`config.mk`:
```
export PLATFORM = sky130hd
export DESIGN_NAME = csr_access_issuer_flat
export DESIGN_NICKNAME = d
export VERILOG_FILES = /design/src/rtl/csr_pkg.sv /design/src/rtl/csr_access_issuer_if.sv /design/src/rtl/csr_op_decode.sv /design/src/rtl/csr_access_issuer.sv /design/src/flat_wrapper.sv
export SDC_FILE = /design/constraint.sdc
export NUM_CORES = 1
export LEC_CHECK = 0
export BUFFER_PORTS_ARGS = -buffer_cell sky130_fd_sc_hd__clkbuf_2
export CORE_MARGIN = 3
export CORE_UTILIZATION = 49
export CTS_BUF_LIST = sky130_fd_sc_hd__clkbuf_16
export CTS_CLUSTER_SIZE = 14
export DETAILED_ROUTE_END_ITERATION = 8
export HOLD_SLACK_MARGIN = 0.1
export PLACE_DENSITY = 0.79
export RECOVER_POWER = 50
export SYNTH_ARGS = -nofsm -noshare
export SYNTH_HDL_FRONTEND = slang
export SYNTH_SLANG_ARGS = --single-unit
```
`constraint.sdc`:
```
create_clock -name CLK -period 4.93 [get_ports CLK]
set_input_delay 0.7395 -clock CLK [delete_from_list [all_inputs] [get_ports CLK]]
set_output_delay 0.7395 -clock CLK [all_outputs]
set_load 0.005 [all_outputs]
```
`src/rtl/csr_pkg.sv`:
```
// Shared encodings for the CSR access issuer: funct3 opcodes, FSM states,
// CSR address field positions and the decode result bundle.
package csr_pkg;

  localparam logic [2:0] F3_CSRRW  = 3'b001;
  localparam logic [2:0] F3_CSRRS  = 3'b010;
  localparam logic [2:0] F3_CSRRC  = 3'b011;
  localparam logic [2:0] F3_CSRRWI = 3'b101;
  localparam logic [2:0] F3_CSRRSI = 3'b110;
  localparam logic [2:0] F3_CSRRCI = 3'b111;

  // addr[11:10]==2'b11 marks a read-only CSR, addr[9:8] the lowest privilege allowed
  localparam int CSR_RO_HI   = 11;
  localparam int CSR_RO_LO   = 10;
  localparam int CSR_PRIV_HI = 9;
  localparam int CSR_PRIV_LO = 8;

  typedef enum logic [1:0] {
    IDLE = 2'd0,
    READ = 2'd1,
    RESP = 2'd2
  } issuer_state_e;

  typedef struct packed {
    logic is_rw;
    logic is_rs;
    logic is_rc;
    logic use_imm;
    logic do_write;
    logic illegal;
  } csr_dec_t;

endpackage

```
`src/rtl/csr_access_issuer_if.sv`:
```
// Issue-stage request and writeback response channels of the CSR access issuer.
interface csr_access_issuer_if #(
  parameter int DW = 64
);
  logic          issue_valid;
  logic          issue_ready;
  logic [2:0]    issue_funct3;
  logic [11:0]   issue_addr;
  logic [DW-1:0] issue_rs1_data;
  logic [4:0]    issue_rs1_idx;
  logic [4:0]    issue_rd;

  logic          wb_valid;
  logic          wb_ready;
  logic [4:0]    wb_rd;
  logic [DW-1:0] wb_data;
  logic          wb_illegal;

  modport master (
    output issue_valid, issue_funct3, issue_addr, issue_rs1_data, issue_rs1_idx, issue_rd,
    output wb_ready,
    input  issue_ready, wb_valid, wb_rd, wb_data, wb_illegal
  );

  modport slave (
    input  issue_valid, issue_funct3, issue_addr, issue_rs1_data, issue_rs1_idx, issue_rd,
    input  wb_ready,
    output issue_ready, wb_valid, wb_rd, wb_data, wb_illegal
  );
endinterface

```
`src/rtl/csr_op_decode.sv`:
```
// Combinational CSR instruction decode: operation class, write intent and
// illegal-instruction detection for the latched instruction.
module csr_op_decode
  import csr_pkg::*;
(
  input  logic [2:0]  funct3,
  input  logic [4:0]  rs1_idx,
  input  logic [11:0] addr,
  input  logic [1:0]  priv,
  output csr_dec_t    dec
);

  logic valid_op;
  logic ro_csr;
  logic priv_fail;

  always_comb begin
    dec = '0;
    case (funct3)
      F3_CSRRW, F3_CSRRWI: dec.is_rw = 1'b1;
      F3_CSRRS, F3_CSRRSI: dec.is_rs = 1'b1;
      F3_CSRRC, F3_CSRRCI: dec.is_rc = 1'b1;
      default: ;
    endcase
    dec.use_imm  = funct3[2];
    // set/clear with x0 / zimm 0 is a pure read; swap always writes
    dec.do_write = dec.is_rw | ((dec.is_rs | dec.is_rc) & (rs1_idx != 5'd0));
    valid_op     = dec.is_rw | dec.is_rs | dec.is_rc;
    ro_csr       = (addr[CSR_RO_HI:CSR_RO_LO] == 2'b11);
    priv_fail    = (addr[CSR_PRIV_HI:CSR_PRIV_LO] > priv);
    dec.illegal  = !valid_op | priv_fail | (ro_csr & dec.do_write);
  end

endmodule

```
`src/rtl/csr_access_issuer.sv`:
```
// Single-outstanding CSR requester: latches one instruction, reads the old value,
// fires a one-cycle write strobe and returns the old value to writeback.
module csr_access_issuer
  import csr_pkg::*;
#(
  parameter int DW = 64
) (
  input  logic                 CLK,
  input  logic                 RSTn,
  csr_access_issuer_if.slave   bus,
  input  logic [1:0]           priv,
  input  logic                 flush,
  output logic [11:0]          csr_raddr,
  input  logic [DW-1:0]        csr_rdata,
  output logic [DW-1:0]        csr_op,
  output logic [11:0]          addr,
  output logic                 rw,
  output logic                 rs,
  output logic                 rc
);

  issuer_state_e state;

  logic [2:0]    f3_q;
  logic [11:0]   addr_q;
  logic [DW-1:0] rs1_q;
  logic [4:0]    idx_q;
  logic [4:0]    rd_q;

  csr_dec_t      dec;
  logic [DW-1:0] operand;
  logic          wr;

  csr_op_decode u_dec (
    .funct3  (f3_q),
    .rs1_idx (idx_q),
    .addr    (addr_q),
    .priv    (priv),
    .dec     (dec)
  );

  assign operand = dec.use_imm ? {{(DW-5){1'b0}}, idx_q} : rs1_q;
  assign wr      = dec.do_write & ~dec.illegal;

  always_ff @(posedge CLK or negedge RSTn) begin
    if (!RSTn) begin
      state          <= IDLE;
      f3_q           <= '0;
      addr_q         <= '0;
      rs1_q          <= '0;
      idx_q          <= '0;
      rd_q           <= '0;
      csr_raddr      <= '0;
      csr_op         <= '0;
      addr           <= '0;
      rw             <= 1'b0;
      rs             <= 1'b0;
      rc             <= 1'b0;
      bus.issue_ready <= 1'b1;
      bus.wb_valid   <= 1'b0;
      bus.wb_rd      <= '0;
      bus.wb_data    <= '0;
      bus.wb_illegal <= 1'b0;
    end else begin
      // strobes live for exactly one cycle; a later state sets them again if needed
      rw     <= 1'b0;
      rs     <= 1'b0;
      rc     <= 1'b0;
      addr   <= '0;
      csr_op <= '0;
      case (state)
        IDLE: begin
          if (bus.issue_valid) begin
            f3_q            <= bus.issue_funct3;
            addr_q          <= bus.issue_addr;
            rs1_q           <= bus.issue_rs1_data;
            idx_q           <= bus.issue_rs1_idx;
            rd_q            <= bus.issue_rd;
            csr_raddr       <= bus.issue_addr;
            bus.issue_ready <= 1'b0;
            state           <= READ;
          end
        end
        READ: begin
          csr_raddr <= '0;
          if (flush) begin
            bus.issue_ready <= 1'b1;
            state           <= IDLE;
          end else begin
            rw             <= wr & dec.is_rw;
            rs             <= wr & dec.is_rs;
            rc             <= wr & dec.is_rc;
            addr           <= wr ? addr_q : 12'd0;
            csr_op         <= wr ? operand : '0;
            bus.wb_valid   <= 1'b1;
            bus.wb_rd      <= rd_q;
            bus.wb_data    <= dec.illegal ? '0 : csr_rdata;
            bus.wb_illegal <= dec.illegal;
            state          <= RESP;
          end
        end
        RESP: begin
          // a strobe already on the bus this cycle still commits; flush only drops the response
          if (flush || bus.wb_ready) begin
            bus.wb_valid    <= 1'b0;
            bus.wb_rd       <= '0;
            bus.wb_data     <= '0;
            bus.wb_illegal  <= 1'b0;
            bus.issue_ready <= 1'b1;
            state           <= IDLE;
          end
        end
        default: begin
          bus.issue_ready <= 1'b1;
          state           <= IDLE;
        end
      endcase
    end
  end

  a_strobe_onehot: assert property (@(posedge CLK) disable iff (!RSTn) $onehot0({rw, rs, rc}));
  a_bus_quiet:     assert property (@(posedge CLK) disable iff (!RSTn)
                                    !(rw | rs | rc) |-> (addr == 12'd0 && csr_op == '0));

endmodule

```
`src/flat_wrapper.sv`:
```
// flat-port wrapper written by rule: the top's interface ports become plain ports
module csr_access_issuer_flat import csr_pkg::*;
#(
  parameter int DW = 64
)
  (CLK, RSTn, priv, flush, csr_raddr, csr_rdata, csr_op, addr, rw, rs, rc, bus_issue_valid, bus_issue_funct3, bus_issue_addr, bus_issue_rs1_data, bus_issue_rs1_idx, bus_issue_rd, bus_wb_ready, bus_issue_ready, bus_wb_valid, bus_wb_rd, bus_wb_data, bus_wb_illegal);
  csr_access_issuer_if #(.DW(DW)) bus_i ();
  input  logic CLK;
  input  logic RSTn;
  input  logic [1:0] priv;
  input  logic flush;
  output logic [11:0] csr_raddr;
  input  logic [DW-1:0] csr_rdata;
  output logic [DW-1:0] csr_op;
  output logic [11:0] addr;
  output logic rw;
  output logic rs;
  output logic rc;
  input wire logic [$bits(bus_i.issue_valid)-1:0] bus_issue_valid;
  input wire logic [$bits(bus_i.issue_funct3)-1:0] bus_issue_funct3;
  input wire logic [$bits(bus_i.issue_addr)-1:0] bus_issue_addr;
  input wire logic [$bits(bus_i.issue_rs1_data)-1:0] bus_issue_rs1_data;
  input wire logic [$bits(bus_i.issue_rs1_idx)-1:0] bus_issue_rs1_idx;
  input wire logic [$bits(bus_i.issue_rd)-1:0] bus_issue_rd;
  input wire logic [$bits(bus_i.wb_ready)-1:0] bus_wb_ready;
  output wire logic [$bits(bus_i.issue_ready)-1:0] bus_issue_ready;
  output wire logic [$bits(bus_i.wb_valid)-1:0] bus_wb_valid;
  output wire logic [$bits(bus_i.wb_rd)-1:0] bus_wb_rd;
  output wire logic [$bits(bus_i.wb_data)-1:0] bus_wb_data;
  output wire logic [$bits(bus_i.wb_illegal)-1:0] bus_wb_illegal;
  assign bus_i.issue_valid = bus_issue_valid;
  assign bus_i.issue_funct3 = bus_issue_funct3;
  assign bus_i.issue_addr = bus_issue_addr;
  assign bus_i.issue_rs1_data = bus_issue_rs1_data;
  assign bus_i.issue_rs1_idx = bus_issue_rs1_idx;
  assign bus_i.issue_rd = bus_issue_rd;
  assign bus_i.wb_ready = bus_wb_ready;
  assign bus_issue_ready = bus_i.issue_ready;
  assign bus_wb_valid = bus_i.wb_valid;
  assign bus_wb_rd = bus_i.wb_rd;
  assign bus_wb_data = bus_i.wb_data;
  assign bus_wb_illegal = bus_i.wb_illegal;
  csr_access_issuer #(.DW(DW)) u_core (.CLK(CLK), .RSTn(RSTn), .bus(bus_i), .priv(priv), .flush(flush), .csr_raddr(csr_raddr), .csr_rdata(csr_rdata), .csr_op(csr_op), .addr(addr), .rw(rw), .rs(rs), .rc(rc));
endmodule
```
==> metrics, run 1 <==
Fmax=~340 MHz; crit end category=async pin; Synth top cells by count=253 x dfrtp_1, 88 x mux2_2, 81 x a22o_1; Clock Path Buffers=3; busiest grt layer=met2; IO Pins=323; crit-path max cell delay=1.59 ns; syn_area_per_cell=15.3 sq um; startpoint types=primary input; setup bufs post-CTS=0; Final Cycle Share=59.3%; area grow syn2layout=27.5%; proportion of layout cells with a drive suffix above 1=roughly 44%; clock-pin slew on the worst setup and hold paths=about 0.060 ns; first-pass GRT wire length=34.6 mm; Req. time, crit path=5.11 ns; Yosys warnings=0; Chip Height=144 um; Seq/Total Area, Yosys=68.6%; Pleak=5.82 nW; post-synth top area cell=dfrtp_1; RSZ-0062 raised after global routing=no; fin crit period=approximately 2.9 ns; Worst Skew=0.00675 ns; Root Driver=clkbuf_16; Worst path top cell family by delay=buffers and inverters; Gate Count Post-Synth=607; fillers=1395; Power Density=461 nW/um^2; Synth cell types=33; Skew-Pair Late Insertion Delay=0.51 ns; Least-Margin Pin Slew=around 2.1 ns; Final HPWL DP=15.4 mm; top-count cell post-synth=dfrtp_1; post-synth top area share=just under 70%; 1st-iter DRT viols=305; share of synthesized flip-flops with an asynchronous set or reset=100%; CTS Buf Count=26; hold bufs inserted after CTS=0; VDD IR max=just under 0.0003 V; Vias=between 6k and 7k; WL/cell=19.3 um; mapped cell area=9270 sq um; post_cts resized=0; met2 GRT Util=33.5%; number of synthesized flops with an enable pin=0; antenna violations before repair=0; core area=18300 sq um; Remaining DRCs=0; Final Instance Area=~12000 sq um; post-DR vias/cell=5.40; placer congestion estimate=0.810; antenna-violating nets left=0; largest net degree at the start of global routing=approximately 130; crit-path cells=buf_8 > clkbuf_1; ys flop type=dfrtp_1; H-tree Lvls=1; count of pins over their slew limit=~130; maxcap violations=2; largest cells by area after synthesis=dfrtp_1 68%, mux2_2 11%, a22o_1 7.7%, nor4b_1 5.8%, clkbuf_1 1.3%; Ant. Diodes=0; Cell Rows=49; Starting Density=50.7%; clock sinks=between 200 and 300; final setup vio count=0; setup TNS=0 ns; Worst path slowest cell=clkbuf_1; worst relative slew slack=-41.7%; critical path peak fanout=132; WS Path Type=in2async; worst min path class=in2async; number of global-route vias before repair=6454; gr ovfl total=0; first-pass iteration count of the detailed router=6; GR Util met3=4.86%; placed cell area=11000 sq um; failing checks=capacitance limit, slew limit; IO buf count=~320; GR met1 Demand/Resource=28.7%; CP arrival=3.11 ns; run status=complete, but fails checks; final WL=22.5 mm; Total GRT Usage=21.0%; Mapped Nets=769; Die X-Extent=144 um; Hold Vio Cnt, Final=0; FF+latch count, synth=254; CTS tree=built; Buf+Inv Stages, Crit Path=2; Die Area=20600 sq um; Final Net Count=1078
==> state kept, by name, indices dropped and copies added, names as in the netlist <==
register,flops
u_core.bus.wb_data,64
u_core.csr_op,64
u_core.rs1_q,64
u_core.addr,12
u_core.addr_q,12
u_core.csr_raddr,12
u_core.bus.wb_rd,5
u_core.idx_q,5
u_core.rd_q,5
u_core.f3_q,3
u_core.state,2
u_core.bus.issue_ready,1
u_core.bus.wb_illegal,1
u_core.bus.wb_valid,1
u_core.rc,1
u_core.rs,1
u_core.rw,1
==> logic make-up (layout without fill, tap and decap cells) <==
logic type                 after synthesis  in the layout  synth area share [%]
adders and majority gates                2              2                 0.270
DFF                                    254            254                  68.6
AOI/OAI and AO/OA                       90             90                  8.30
buffers and inverters                   51            380                  2.65
muxes                                   93             93                  11.2
and+or+nand+nor                        117            117                  8.95
==> power by group <==
| group | switching, mW | internal [mW] |
|---|---|---|
| registers | 0.184 | 2.41 |
| clock network | 0.781 | 1.15 |
| logic | 0.447 | 0.469 |
| total | 1.41 | 4.03 |
==> layer usage <==
| metal | up-vias | part of all wire (%) |
|---|---|---|
| met5 | - | 0 |
| met4 | 0 | 3.3 |
| met3 | 46 | 6.7 |
| met2 | 229 | 50 |
| met1 | 3164 | 40 |
| li1 | 2850 | - |
==> placed cells by master (no fill, tap or decap), drive strengths merged <==
cell and instances:
a21o 1, o21a 2, nand3 3, mux2i 5, nand2 12, dfrtp 253
nand4 1, clkinvlp 6, nor2b 2, or2 2, clkinv 7, a31oi 1
nor2 18, and2 1, dfstp 1, nor3 10, a22o 81, clkbuf 349
ha 2, nor3b 3, nor4b 61, o2bb2ai 1, nor4 1, o21ai 2
bufinv 3, nand2b 3, buf 8, a21oi 1, inv 7, o21bai 1
mux2 88
==> metrics by stage <==
step	utilization, %	setup WS [ns]	power [mW]	hold WS, ns	instances
after floorplan	-	2.61	3.13	0.444	607
after global placement	60.4	2.34	3.52	0.475	1117
after detailed placement	60.4	2.30	3.56	0.482	1117
after CTS	65.1	2.74	5.51	0.365	1165
after global routing	64.7	1.47	5.71	0.390	1165
final	64.7	2.01	5.44	0.267	1165
==> worst paths after layout <==
kind                          start                endpoint  slack, ns  cells past startpoint
setup / recovery               RSTn       u_core.csr_op[38]       2.01                      2
hold / removal                 RSTn  u_core.bus.wb_data[55]       0.27                      1
setup reg to reg    u_core.state[0]        u_core.rs1_q[45]       2.54                      3
hold reg to reg   u_core.addr_q[11]         u_core.addr[10]       0.49                      1
max in group CLK    u_core.state[0]        u_core.rs1_q[45]       2.54                      3
min in group CLK       csr_rdata[8]   u_core.bus.wb_data[8]       0.45                      2
==> cell type report <==
cell class	instances	area [sq um]	share of cell area [%]
inverters	2	7.51	0.0635
multi-input cells	302	2670	22.6
flip-flops and latches	254	6360	53.8
clock inverters	21	189	1.60
well taps	229	287	2.43
clock buffers	27	676	5.72
repair buffers	330	1620	13.7
Note: power is estimated with default switching activity, not from simulation.
==> run 2, diff against run 1 <==
- ABC_AREA: unset -> 1
- CORE_UTILIZATION: 49 -> 46
- PLACE_DENSITY: 0.79 -> 0.76
- clock period: 4.93 -> 2.6 ns (I/O delays scaled with it)
==> metrics, run 2 <==
Final Instance Area=13500 sq um; setup bufs post-CTS=0; crit end category=flop; Cell Rows=53; Starting Density=47.2%; Gate Count Post-Synth=1097; R2R depth=4; Worst Hold Endpoint=u_core.rs1_q[0]; Mapped Nets=approximately 1.3k; WS Path Type=reg2reg; worst relative slew slack=17.5%; antenna violations before repair=5; Fmax=around 500 MHz; clock sinks=254; setup TNS=0 ns; Worst R2R Setup Slack=0.59 ns; Die X-Extent=154 um; proportion of layout cells with a drive suffix above 1=24.4%; worst min path class=in2reg; mapped cell area=10000 sq um; met2 GRT Util=38.0%; count of pins over their slew limit=0; CTS Buf Count=27; syn_area_per_cell=9.13 sq um; WL/cell=16.1 um; RSZ-0062 raised after global routing=no; Chip Height=154 um; placed cell area=approximately 12000 sq um; Vias=8760; Final HPWL DP=between 15 and 20 mm; final WL=28.5 mm; number of global-route vias before repair=approximately 9.0k; area grow syn2layout=34.8%; largest net degree at the start of global routing=117; Total GRT Usage=24.0%; Largest regs=u_core.bus.wb_data x64, u_core.csr_op x64, u_core.rs1_q x64; antenna-violating nets left=0; Skew-Pair Late Insertion Delay=0.53 ns; ys flop type=dfrtp_1; Final Net Count=1632; placer congestion estimate=between 0.8 and 0.9; Worst Skew=about 0.018 ns; busiest grt layer=met2; hold depth=3; CP arrival=2.40 ns; IO Pins=323; VDD IR max=approximately 0.00056 V; post-route insts no fill=roughly 1.8k; Hold Vio Cnt, Final=0; dpl cells=1638; fin crit period=roughly 2 ns; most common cell after layout, fill and taps aside=nand2_1; Final Cycle Share=77.2%; fillers=roughly 1.7k; post-synth top area share=~63%; Clock Path Buffers=3; clock-pin slew on the worst setup and hold paths=roughly 0.06 ns; run status=completed; Yosys warnings=0; r2r startpoint=u_core.state[0]; top-count cell post-synth=nand2_1; Root Driver=clkbuf_16; startpoint types=flop; GR Util met3=under 10%; first-pass iteration count of the detailed router=5; final core occ=between 60% and 70%; first-pass GRT wire length=46.5 mm; post-synth top area cell=dfrtp_1; critical path peak fanout=116; share of synthesized flip-flops with an asynchronous set or reset=100%; Tot Pwr=around 11 mW; H-tree Lvls=1; Pleak=~7.2 nW; most frequent cells in the layout=533 x nand2_1, 283 x clkbuf_2, 253 x dfrtp_1; largest cells by area after synthesis=dfrtp_1 63%, nand2_1 20%, nand3b_1 4.8%, nor2_1 2.5%, o21ai_0 1.7%; 1st-iter DRT viols=542; CTS tree=built; r2r endpoint=u_core.csr_raddr[7]; maxcap violations=0; Seq/Total Area, Yosys=63.5%; post-DR vias/cell=about 5; Die Area=23600 sq um; Synth top cells by count=535 x nand2_1, 253 x dfrtp_1, 67 x nor2_1; final setup vio count=0; Req. time, crit path=3.00 ns; Power Density=a little over 800 nW/um^2; Remaining DRCs=0; GR met1 Demand/Resource=31.4%; IO buf count=between 300 and 400; FF+latch count, synth=between 200 and 300; number of synthesized flops with an enable pin=0; Least-Margin Pin Slew=roughly 1.2 ns; core area=~21000 sq um; gr ovfl total=0; Synth cell types=20; hold path startpoint=bus_issue_rs1_data[0]
==> run 2: cell types whose count changed in the layout (fill, tap and decap cells not counted), sizes merged, moves of 26 or more <==
cell	previous run	this run
nor2	18	88
nand3b	0	64
nand2	12	535
dlygate4sd3	0	78
inv	7	33
nor4b	61	0
o21ai	2	36
mux2	88	0
a22o	81	0
==> run 2: layer usage <==
metal  up-vias  part of all wire (%)  wire (um)
li1       4126                     -          -
met1      4143                    40      11300
met2       391                    48      13600
met3       100                   7.7       2200
met4         0                   4.9       1400
met5         -                     0          0
==> run 2: final cells by class <==
class	count	area (sq um)	share of cell area, %
Sequential cell	254	6360	47.1
Multi-Input combinational cell	746	3220	23.9
Timing Repair Buffer	412	2510	18.6
Clock buffer	27	676	5.01
Tap cell	275	344	2.55
Clock inverter	21	270	2.00
Inverter	29	109	0.806
Antenna cell	5	12.5	0.0927
==> run 2: cells by family after synthesis <==
| group | share of synthesized area, % |
|---|---|
| AO/OA/AOI/OAI | 1.94 |
| flip-flops | 63.5 |
| AND/OR/NAND/NOR | 29.7 |
| adder cells (fa/ha/maj) | 0.250 |
| buffers and inverters | 4.62 |
==> run 2: through the flow <==
stage	hold WS (ns)	setup WS (ns)
detailed placement	0.403	0.758
CTS	0.112	0.762
global placement	0.396	0.735
finish	0.120	0.594
global route	0.135	0.432
floorplan	0.0944	1.06
==> run 2: how the worst max path moves through the flow <==
stage / start / slack [ns] / endpoint / cells after the start
global route: u_core.state[0] / 0.43 / u_core.csr_raddr[6] / 5
floorplan: priv[1] / 1.06 / u_core.bus.wb_data[13] / 9
CTS: u_core.idx_q[3] / 0.76 / u_core.bus.wb_illegal / 7
finish: u_core.state[0] / 0.59 / u_core.csr_raddr[7] / 4
detailed placement: priv[1] / 0.76 / u_core.bus.wb_illegal / 10
global placement: priv[1] / 0.74 / u_core.bus.wb_illegal / 10
==> run 2: power breakdown <==
group          total, mW  leakage [nW]  switching (mW)  internal (mW)
clock               4.10         0.474            1.54           2.57
sequential          4.92          3.34           0.362           4.56
combinational       2.05          3.42            1.28          0.767
total               11.1          7.24            3.18           7.89
==> run 2: worst max-delay path, stage by stage, from the launching register on <==
cell and delay (ns):
dfrtp_1 0.40, nor2_1 0.21, nand2_4 0.06, clkbuf_4 0.65
o21ai_0 0.48
==> run 2: what timing repair did <==
action	CTS	global route
hold buffers	78	0
hold endpoints to repair	147	0
resized for setup	0	0
==> run 3, diff against run 2 <==
- clock period: 2.6 -> 1.6 ns (I/O delays scaled with it)
==> metrics, run 3 (synthesized netlist as in run 2, its figures left out) <==
run status=complete, but fails checks; failing checks=setup timing; proportion of layout cells with a drive suffix above 1=29.6%; most frequent cells in the layout=528 x nand2_1, 312 x clkbuf_2, 253 x dfrtp_1; Hold Vio Cnt, Final=0; Final Cycle Share=102%; most common cell after layout, fill and taps aside=nand2_1; core area=21200 sq um; Final HPWL DP=18.4 mm; Fmax=614 MHz; dpl cells=1659; Die X-Extent=between 150 and 200 um; Clock Path Buffers=3; crit-path cells=ha_4 > nand2_2 > nand2_2 > a21oi_4 > buf_6 > buf_12 > buf_12 > nand3b_1 > nand2_1; worst relative slew slack=47.8%; first-pass iteration count of the detailed router=5; CP arrival=~2.1 ns; Total GRT Usage=between 20 and 30%; CTS tree=built; IO Pins=323; Final WS setup=-0.0283 ns; Remaining DRCs=0; post-route insts no fill=~1.9k; gr ovfl total=0; placer congestion estimate=0.856; Fin Hold WS=0.339 ns; CTS Buf Count=27; crit-path max cell delay=0.42 ns; final setup vio count=23; critical path peak fanout=15; post-DR vias/cell=5.01; Chip Height=between 150 and 200 um; WL/cell=17.0 um; Vias=about 9.4k; Starting Density=a little under half; Worst path top cell family by delay=flip-flops; area grow syn2layout=49.0%; Post-Place Setup Slack=0.00428 ns; maxcap violations=0; largest net degree at the start of global routing=74; Tot Pwr=18.2 mW; RSZ-0062 raised after global routing=yes; Pleak=7.87 nW; Req. time, crit path=roughly 2 ns; fin crit period=around 1.6 ns; 1st-iter DRT viols=about 630; Skew-Pair Late Insertion Delay=0.52 ns; crit end category=flop; clock sinks=254; H-tree Lvls=1; startpoint types=flop; Power Density=1220 nW/um^2; antenna violations before repair=1; Buf+Inv Stages, Crit Path=3; IO buf count=322; final WL=32.0 mm; Die Area=roughly 24000 sq um; number of global-route vias before repair=approximately 9.5k; Worst path slowest cell=dfrtp_1; antenna-violating nets left=0; Least-Margin Pin Slew=0.784 ns; Final Net Count=1746; worst min path class=in2async; first-pass GRT wire length=49.1 mm; VDD IR max=0.000897 V; clock-pin slew on the worst setup and hold paths=~0.060 ns; WS Path Type=reg2reg; Worst Skew=roughly 0.011 ns; Worst R2R Setup Slack=-0.03 ns; Root Driver=clkbuf_16; Cell Rows=53; Largest regs=u_core.bus.wb_data x64, u_core.csr_op x64, u_core.rs1_q x64; count of pins over their slew limit=0
==> run 3: cell count changes in the layout (fill, tap and decap cells not counted), moves of 7 or more <==
cell           delta
nor2_2           +30
nor2_1           -48
dlygate4sd3_1    +80
buf_6             +9
clkbuf_1         -27
buf_12           +13
buf_4             +7
clkbuf_2         +29
bufinv_16         -7
nor2_4           +18
==> run 3: final cells by class <==
class                      count  area [sq um]
sequential                   254          6360
fill                        1474          6300
timing repair buffer         526          3890
multi-input combinational    746          3470
clock buffer                  27           676
tap                          275           344
inverter                      29           109
clock inverter                17          72.6
antenna                        1          2.50
==> run 3: metrics by stage <==
step                      TNS [ns]  util [%]  cell area, sq um
after floorplan                  0         -             10000
after global placement           0      57.3             12200
after detailed placement         0      57.3             12200
after CTS                  -0.0104      68.6             14500
after global routing         -6.08      70.3             14900
final                       -0.172      70.3             14900
==> run 3: path summary, 6_finish.rpt <==
check,end,cells after the start,startpoint
worst min register to register,u_core.bus.issue_ready,2,u_core.bus.issue_ready
min in group CLK,u_core.rs1_q[23],4,bus_issue_rs1_data[23]
worst max register to register,u_core.bus.wb_data[43],9,u_core.addr_q[9]
worst min-delay path,u_core.bus.wb_data[28],2,RSTn
max in group asynchronous,u_core.csr_op[12],3,RSTn
worst max-delay path,u_core.bus.wb_data[43],9,u_core.addr_q[9]
==> run 3: where the power goes <==
| part | internal, mW | total (mW) | switching [mW] |
|---|---|---|---|
| registers | 7.41 | 8.02 | 0.615 |
| clock network | 3.02 | 5.43 | 2.41 |
| logic | 2.14 | 4.77 | 2.63 |
==> run 3: worst reg2reg max path: cells and delay by family, from the launching register on <==
family	cells	cell delay, ns
AOI/OAI and AO/OA	1	0.19
DFF	1	0.42
buffers and inverters	3	0.41
and+or+nand+nor	4	0.31
adders and majority gates	1	0.25
==> run 3: routing by layer <==
metal	vias to the layer above	global-route usage, %	part of all wire, %
met3	89	4.59	7.2
met1	4539	31.9	38
met4	0	9.59	4.2
li1	4344	-	-
met5	-	0	0
met2	429	43.7	50
==> run 3: repair_timing <==
item	4_1_cts	5_1_grt
endpoints found under the hold margin	421	0
pin swaps	0	3
hold buffers	158	0
setup endpoints to repair	24	218
gates resized for setup	4	75
buffers inserted	1	4
cloned	1	7
